--- src/rtl/dp_sequencer_pkg.sv ---
// Shared constants for the datapath sequencer: opcodes, field widths and the queued command layout.
package dp_sequencer_pkg;

    localparam int unsigned REG_W = 5;
    localparam int unsigned OP_W  = 7;
    localparam int unsigned CMD_W = 3 * REG_W + OP_W;

    localparam logic [OP_W-1:0] OP_ADD = 7'h01;
    localparam logic [OP_W-1:0] OP_SUB = 7'h02;
    localparam logic [OP_W-1:0] OP_AND = 7'h03;
    localparam logic [OP_W-1:0] OP_OR  = 7'h04;
    localparam logic [OP_W-1:0] OP_DIV = 7'h05;

    typedef struct packed {
        logic [REG_W-1:0] rs1;
        logic [REG_W-1:0] rs2;
        logic [REG_W-1:0] rw;
        logic [OP_W-1:0]  op;
    } cmd_t;

    // True for opcodes the datapath implements; anything else retires as an error.
    function automatic logic op_known(input logic [OP_W-1:0] op);
        return (op == OP_ADD) || (op == OP_SUB) || (op == OP_AND) ||
               (op == OP_OR)  || (op == OP_DIV);
    endfunction

endpackage

--- src/rtl/dp_sequencer_if.sv ---
// Command handshake between a requester (master) and the sequencer (slave).
interface dp_sequencer_if;
    import dp_sequencer_pkg::*;

    logic             cmd_valid;
    logic             cmd_ready;
    logic [REG_W-1:0] cmd_rs1;
    logic [REG_W-1:0] cmd_rs2;
    logic [REG_W-1:0] cmd_rw;
    logic [OP_W-1:0]  cmd_op;

    modport master (output cmd_valid, output cmd_rs1, output cmd_rs2, output cmd_rw,
                    output cmd_op, input cmd_ready);
    modport slave  (input cmd_valid, input cmd_rs1, input cmd_rs2, input cmd_rw,
                    input cmd_op, output cmd_ready);

endinterface

--- src/rtl/cmd_fifo.sv ---
// Command queue: power-of-two depth ring buffer with occupancy count; pointers wrap naturally.
module cmd_fifo #(
    parameter int unsigned WIDTH = 22,
    parameter int unsigned DEPTH = 4
) (
    input  logic             clk,
    input  logic             reset,
    input  logic             push,
    input  logic [WIDTH-1:0] wdata,
    input  logic             pop,
    output logic [WIDTH-1:0] rdata,
    output logic             full,
    output logic             empty
);

    localparam int unsigned PTR_W = $clog2(DEPTH);
    localparam int unsigned CNT_W = PTR_W + 1;

    logic [WIDTH-1:0] mem [DEPTH];
    logic [PTR_W-1:0] wr_ptr;
    logic [PTR_W-1:0] rd_ptr;
    logic [CNT_W-1:0] count;
    logic             do_push;
    logic             do_pop;

    assign do_push = push && !full;
    assign do_pop  = pop && !empty;
    assign full    = (count == CNT_W'(DEPTH));
    assign empty   = (count == '0);
    assign rdata   = mem[rd_ptr];

    always_ff @(posedge clk or negedge reset) begin
        if (!reset) begin
            wr_ptr <= '0;
            rd_ptr <= '0;
            count  <= '0;
        end else begin
            if (do_push) wr_ptr <= wr_ptr + PTR_W'(1);
            if (do_pop)  rd_ptr <= rd_ptr + PTR_W'(1);
            unique case ({do_push, do_pop})
                2'b10:   count <= count + CNT_W'(1);
                2'b01:   count <= count - CNT_W'(1);
                default: ;
            endcase
        end
    end

    // Storage needs no reset: entries are only read once the count says they are valid.
    always_ff @(posedge clk) begin
        if (do_push) mem[wr_ptr] <= wdata;
    end

endmodule

--- src/rtl/dp_sequencer.sv ---
// Queues datapath commands and issues them in order, holding DIV operands for a fixed latency.
module dp_sequencer
    import dp_sequencer_pkg::*;
#(
    parameter int unsigned FIFO_DEPTH  = 4,
    parameter int unsigned DIV_LATENCY = 4
) (
    input  logic             clk,
    input  logic             reset,
    dp_sequencer_if.slave    cmd,
    output logic [REG_W-1:0] rs1,
    output logic [REG_W-1:0] rs2,
    output logic [REG_W-1:0] rw,
    output logic [OP_W-1:0]  operation,
    output logic             write,
    input  logic             zero_flag,
    output logic             done,
    output logic             done_zero,
    output logic             err,
    output logic             busy
);

    localparam int unsigned DCNT_W = (DIV_LATENCY > 1) ? $clog2(DIV_LATENCY) : 1;

    typedef enum logic [1:0] {
        S_IDLE     = 2'd0,
        S_ISSUE    = 2'd1,
        S_DIV_WAIT = 2'd2
    } state_t;

    state_t              state;
    state_t              state_nx;
    logic [DCNT_W-1:0]   div_cnt;
    cmd_t                push_cmd;
    cmd_t                head;
    logic                fifo_full;
    logic                fifo_empty;
    logic                pop;
    logic                wb;
    logic                load_cnt;
    logic                is_div;

    assign push_cmd = '{rs1: cmd.cmd_rs1, rs2: cmd.cmd_rs2, rw: cmd.cmd_rw, op: cmd.cmd_op};

    cmd_fifo #(
        .WIDTH (CMD_W),
        .DEPTH (FIFO_DEPTH)
    ) u_cmd_fifo (
        .clk   (clk),
        .reset (reset),
        .push  (cmd.cmd_valid),
        .wdata (push_cmd),
        .pop   (pop),
        .rdata (head),
        .full  (fifo_full),
        .empty (fifo_empty)
    );

    assign cmd.cmd_ready = !fifo_full;
    assign busy          = (state != S_IDLE) || !fifo_empty;
    assign is_div        = (operation == OP_DIV);

    // State register
    always_ff @(posedge clk or negedge reset) begin
        if (!reset) state <= S_IDLE;
        else        state <= state_nx;
    end

    // Next-state logic
    always_comb begin
        state_nx = state;
        unique case (state)
            S_IDLE: begin
                if (!fifo_empty) state_nx = S_ISSUE;
            end
            S_ISSUE: begin
                if (is_div)          state_nx = S_DIV_WAIT;
                else if (fifo_empty) state_nx = S_IDLE;
            end
            S_DIV_WAIT: begin
                if (div_cnt == '0) state_nx = fifo_empty ? S_IDLE : S_ISSUE;
            end
            default: state_nx = S_IDLE;
        endcase
    end

    // Output decode: writeback cycle, queue pop and divider counter load
    always_comb begin
        wb       = 1'b0;
        pop      = 1'b0;
        load_cnt = 1'b0;
        unique case (state)
            S_IDLE: begin
                pop = !fifo_empty;
            end
            S_ISSUE: begin
                if (is_div) begin
                    load_cnt = 1'b1;
                end else begin
                    wb  = 1'b1;
                    pop = !fifo_empty;
                end
            end
            S_DIV_WAIT: begin
                if (div_cnt == '0) begin
                    wb  = 1'b1;
                    pop = !fifo_empty;
                end
            end
            default: ;
        endcase
    end

    // x0 is hardwired and unknown opcodes never touch the register file.
    assign write = wb && op_known(operation) && (rw != '0);

    // Operand registers, divider countdown and retire pulses
    always_ff @(posedge clk or negedge reset) begin
        if (!reset) begin
            rs1       <= '0;
            rs2       <= '0;
            rw        <= '0;
            operation <= '0;
            div_cnt   <= '0;
            done      <= 1'b0;
            done_zero <= 1'b0;
            err       <= 1'b0;
        end else begin
            if (pop) begin
                rs1       <= head.rs1;
                rs2       <= head.rs2;
                rw        <= head.rw;
                operation <= head.op;
            end
            if (load_cnt)
                div_cnt <= DCNT_W'(DIV_LATENCY - 1);
            else if ((state == S_DIV_WAIT) && (div_cnt != '0))
                div_cnt <= div_cnt - DCNT_W'(1);
            done      <= wb;
            done_zero <= wb && zero_flag;
            err       <= wb && !op_known(operation);
        end
    end

endmodule
--- src/flat_wrapper.sv ---
// flat-port wrapper written by rule: the top's interface ports become plain ports
module dp_sequencer_flat import dp_sequencer_pkg::*;
#(
    parameter int unsigned FIFO_DEPTH  = 4,
    parameter int unsigned DIV_LATENCY = 4
)
  (clk, reset, rs1, rs2, rw, operation, write, zero_flag, done, done_zero, err, busy, cmd_cmd_valid, cmd_cmd_rs1, cmd_cmd_rs2, cmd_cmd_rw, cmd_cmd_op, cmd_cmd_ready);
  dp_sequencer_if cmd_i ();
  input  logic clk;
  input  logic reset;
  output logic [REG_W-1:0] rs1;
  output logic [REG_W-1:0] rs2;
  output logic [REG_W-1:0] rw;
  output logic [OP_W-1:0] operation;
  output logic write;
  input  logic zero_flag;
  output logic done;
  output logic done_zero;
  output logic err;
  output logic busy;
  input wire logic [$bits(cmd_i.cmd_valid)-1:0] cmd_cmd_valid;
  input wire logic [$bits(cmd_i.cmd_rs1)-1:0] cmd_cmd_rs1;
  input wire logic [$bits(cmd_i.cmd_rs2)-1:0] cmd_cmd_rs2;
  input wire logic [$bits(cmd_i.cmd_rw)-1:0] cmd_cmd_rw;
  input wire logic [$bits(cmd_i.cmd_op)-1:0] cmd_cmd_op;
  output wire logic [$bits(cmd_i.cmd_ready)-1:0] cmd_cmd_ready;
  assign cmd_i.cmd_valid = cmd_cmd_valid;
  assign cmd_i.cmd_rs1 = cmd_cmd_rs1;
  assign cmd_i.cmd_rs2 = cmd_cmd_rs2;
  assign cmd_i.cmd_rw = cmd_cmd_rw;
  assign cmd_i.cmd_op = cmd_cmd_op;
  assign cmd_cmd_ready = cmd_i.cmd_ready;
  dp_sequencer #(.FIFO_DEPTH(FIFO_DEPTH), .DIV_LATENCY(DIV_LATENCY)) u_core (.clk(clk), .reset(reset), .cmd(cmd_i), .rs1(rs1), .rs2(rs2), .rw(rw), .operation(operation), .write(write), .zero_flag(zero_flag), .done(done), .done_zero(done_zero), .err(err), .busy(busy));
endmodule
--- config.mk ---
export PLATFORM = sky130hd
export DESIGN_NAME = dp_sequencer_flat
export DESIGN_NICKNAME = d
export VERILOG_FILES = /design/src/rtl/dp_sequencer_pkg.sv /design/src/rtl/dp_sequencer_if.sv /design/src/rtl/cmd_fifo.sv /design/src/rtl/dp_sequencer.sv /design/src/flat_wrapper.sv
export SDC_FILE = /design/constraint.sdc
export NUM_CORES = 1
export LEC_CHECK = 0
export CAP_MARGIN = 10
export CORE_UTILIZATION = 45
export CTS_CLUSTER_SIZE = 14
export DETAILED_ROUTE_END_ITERATION = 8
export PLACE_DENSITY = 0.7
export SYNTH_ARGS = -nofsm -noshare
export SYNTH_HDL_FRONTEND = slang
export SYNTH_SLANG_ARGS = --single-unit
export TNS_END_PERCENT = 30
--- constraint.sdc ---
create_clock -name clk -period 3.05 [get_ports clk]
set_input_delay 0.305 -clock clk [delete_from_list [all_inputs] [get_ports clk]]
set_output_delay 0.305 -clock clk [all_outputs]
set_load 0.1 [all_outputs]
==> key figures <==
Global route
  • Antenna violations before repair: 0
  • Pin count of the biggest net entering global routing: 37
  • First-pass GRT wire length: about 13000 um
  • Vias in the first global route: roughly 2500
  • Gr ovfl total: 0
  • Tot GR Track Use: 0.166

Routing
  • DR iter-0 viols: about 150
  • Via density per instance: 5.13
  • Routed vias: around 2400
  • First-pass detailed-route iteration total: 4
  • Final routed wire length divided by cell count: around 18 um
  • Remaining design rule violation count: 0
  • Sum of routed wire length over all layers: roughly 8400 um
  • DRT antenna net count: 0

Yosys
  • Most area-hungry cell type in the Yosys netlist: edfxtp_1
  • Unique cell type count in the Yosys netlist: 33
  • Mean instance size in the synthesized netlist: 19.9 um^2
  • Syn_nets: approximately 280
  • Proportion of netlist area held by the largest area contributor: 0.537
  • Cells after Synth: between 200 and 250
  • Warning count from the yosys run: 0
  • Post-synthesis sequential area ratio: 0.720
  • Most area-consuming cells after synthesis: edfxtp_1, dfrtp_1, mux4_2, mux2_4, ha_1
  • Netlist area before placement: between 0.004 and 0.005 mm^2
  • Flops & latches, synth: 124

Cells and area
  • Share of final-layout standard cells stronger than drive strength 1: 0.316
  • Net total in the final layout: ~360
  • Antenna diode count: 0
  • Most frequent standard cell in the layout excluding fill and tap cells: edfxtp_1
  • Most frequent cells in the layout: edfxtp_1, clkdlybuf4s50_1, dfrtp_1
  • Fillcell total: between 700 and 800
  • Area Growth Syn to Fin: 25.9%

Clocking
  • Max clock buf depth: 2
  • Root buffer cell: clkbuf_8
  • TritonCTS clock tree: yes
  • Num Clock Sinks: roughly 120
  • Post-CTS clock slew at the launch and capture registers of the worst setup and hold paths: about 60 ps
  • Total clock buffers created by CTS: 17
  • H-tree Lvls: 4
  • Post-cts resize count: 0
  • Insertion delay to the later sink of the worst-skew pair: between 500 and 600 ps

STA
  • Setup skew after layout: between 10 and 15 ps
  • Max-slew violation count: 0
  • RSZ-0062 raised after global routing: no
  • Final period utilization: 0.909
  • Setup TNS: 0 ps
  • Number of endpoints failing setup at the final stage: 0
  • Slew headroom: 0.352
  • Max Freq: ~360 MHz
  • Number of failing hold endpoints at the final stage: 0
  • Final critical delay including setup and external delays: 2770 ps
  • Least-Margin Pin Slew: ~970 ps

Die
  • Die area: about 0.011 mm^2
  • Effective utilization at floorplan: 0.471
  • Die Span Y: 107 um
  • Core area: approximately 0.010 mm^2
  • Placement row count: 37
  • Chip Width: roughly 110 um
  • I/O pin count: 54

Place
  • Port Buf Inserts: 53
  • Gpl congestion: roughly 0.77
  • Dpl hpwl: about 5100 um

Status
  • Outcome: completed

Setup path
  • Kind of end point of the critical path: primary output
  • Worst r2r src: u_core.operation[3]
  • Maximum fanout encountered on the critical timing path: 5
  • Capturing element of the worst setup path: write
  • Setup crit start: u_core.operation[3]
  • RR Endpoint: u_core.u_cmd_fifo.count[1]
  • Worst-case reg-to-reg path depth: 7
  • Worst path required time: ~2700 ps
  • Slack of the worst reg-to-reg path: a little under 700 ps
  • Worst Setup Path Type: flop to primary output
  • Data arrival, critical path: about 2500 ps
  • Crit path launch type: flop

Min path
  • Path category of the worst min-delay check: input port to flop

Run
  • Max-cap violation count: 0
sequential cells by signal, indices dropped and copies added (netlist names):
name / count
u_core.u_cmd_fifo.rd_ptr: 2
u_core.u_cmd_fifo.wr_ptr: 2
u_core.div_cnt: 2
u_core.rs1: 5
u_core.state: 2
u_core.u_cmd_fifo.count: 3
u_core.rs2: 5
u_core.operation: 7
u_core.done_zero: 1
u_core.rw: 5
u_core.done: 1
u_core.u_cmd_fifo.mem: 88
u_core.err: 1
layout make-up:
type	count	area, um^2	area share
Sequential cell	124	3540	0.571
Inverter	12	45.0	0.00726
Tap cell	136	170	0.0274
Clock buffer	18	418	0.0674
Multi-Input combinational cell	104	1290	0.208
Clock inverter	14	145	0.0234
Timing Repair Buffer	63	588	0.0948
cells in the mapped netlist (all sizes together):
| library cell | number |
|---|---|
| a2111oi | 1 |
| a32oi | 1 |
| nor2 | 1 |
| dfrtp | 36 |
| nor2b | 2 |
| a21boi | 1 |
| edfxtp | 88 |
| mux4 | 22 |
| or2 | 1 |
| o311a | 1 |
| nand2 | 10 |
| and3 | 4 |
| buf | 4 |
| or4 | 1 |
| ha | 10 |
| nor3 | 3 |
| nand3 | 1 |
| or3 | 1 |
| xor2 | 3 |
| o2bb2ai | 1 |
| xnor2 | 4 |
| mux2 | 23 |
| o31ai | 1 |
| o21ai | 5 |
| a21oi | 2 |
| inv | 12 |
| and2 | 2 |
| fa | 1 |
| a211oi | 2 |
| clkbuf | 3 |
how the worst min path moves through the flow:
stage / start / end / slack (ps) / depth (start not counted)
after floorplan: reset / u_core.div_cnt[0] / 9 / 0
after global placement: reset / u_core.u_cmd_fifo.count[0] / 480 / 1
after CTS: zero_flag / u_core.done_zero / 330 / 2
after detailed placement: reset / u_core.u_cmd_fifo.count[0] / 480 / 1
after global routing: zero_flag / u_core.done_zero / 330 / 2
final: zero_flag / u_core.done_zero / 350 / 2
kinds of logic after synthesis:
| group | count (synthesis) | share of synthesized area |
|---|---|---|
| buffers and inverters | 19 | 0.0180 |
| xor gates and xnor gates | 7 | 0.0125 |
| DFF | 124 | 0.720 |
| AOI/OAI and AO/OA | 15 | 0.0259 |
| adders and majority gates | 11 | 0.0295 |
| and+or+nand+nor | 26 | 0.0274 |
| muxes | 45 | 0.167 |
per-layer routing:
| layer | part of all wire | up-vias | GRT usage |
|---|---|---|---|
| li1 | - | 1106 | - |
| met4 | 0.013 | 0 | 0.0675 |
| met3 | 0.050 | 10 | 0.0559 |
| met1 | 0.44 | 1242 | 0.215 |
| met5 | 0 | - | 0 |
| met2 | 0.49 | 58 | 0.258 |
worst max-delay path, stage by stage, from the launching register on:
cell	delay, ps
dfrtp_1	400
or4_4	590
o31ai_4	340
a21boi_0	260
o311a_1	200
buf_12	180
what timing repair did:
item | in CTS | in global routing
hold endpoints to repair | 36 | 0
hold buffers | 1 | 0
buffers inserted | 0 | 0
stage by stage:
stage               setup WS (ps)  utilization  instance area (um^2)  cells  hold slack (ps)
finish                        277        0.593                  6200    471              353
global placement              761        0.538                  5630    438              479
floorplan                    96.4            -                  4920    247             9.41
detailed placement            698        0.538                  5630    438              485
global route                  157        0.593                  6200    471              331
CTS                           242        0.593                  6200    471              334
Power is not shown: default switching activity piles up to over one toggle a cycle in this logic, so the estimate is an artifact.
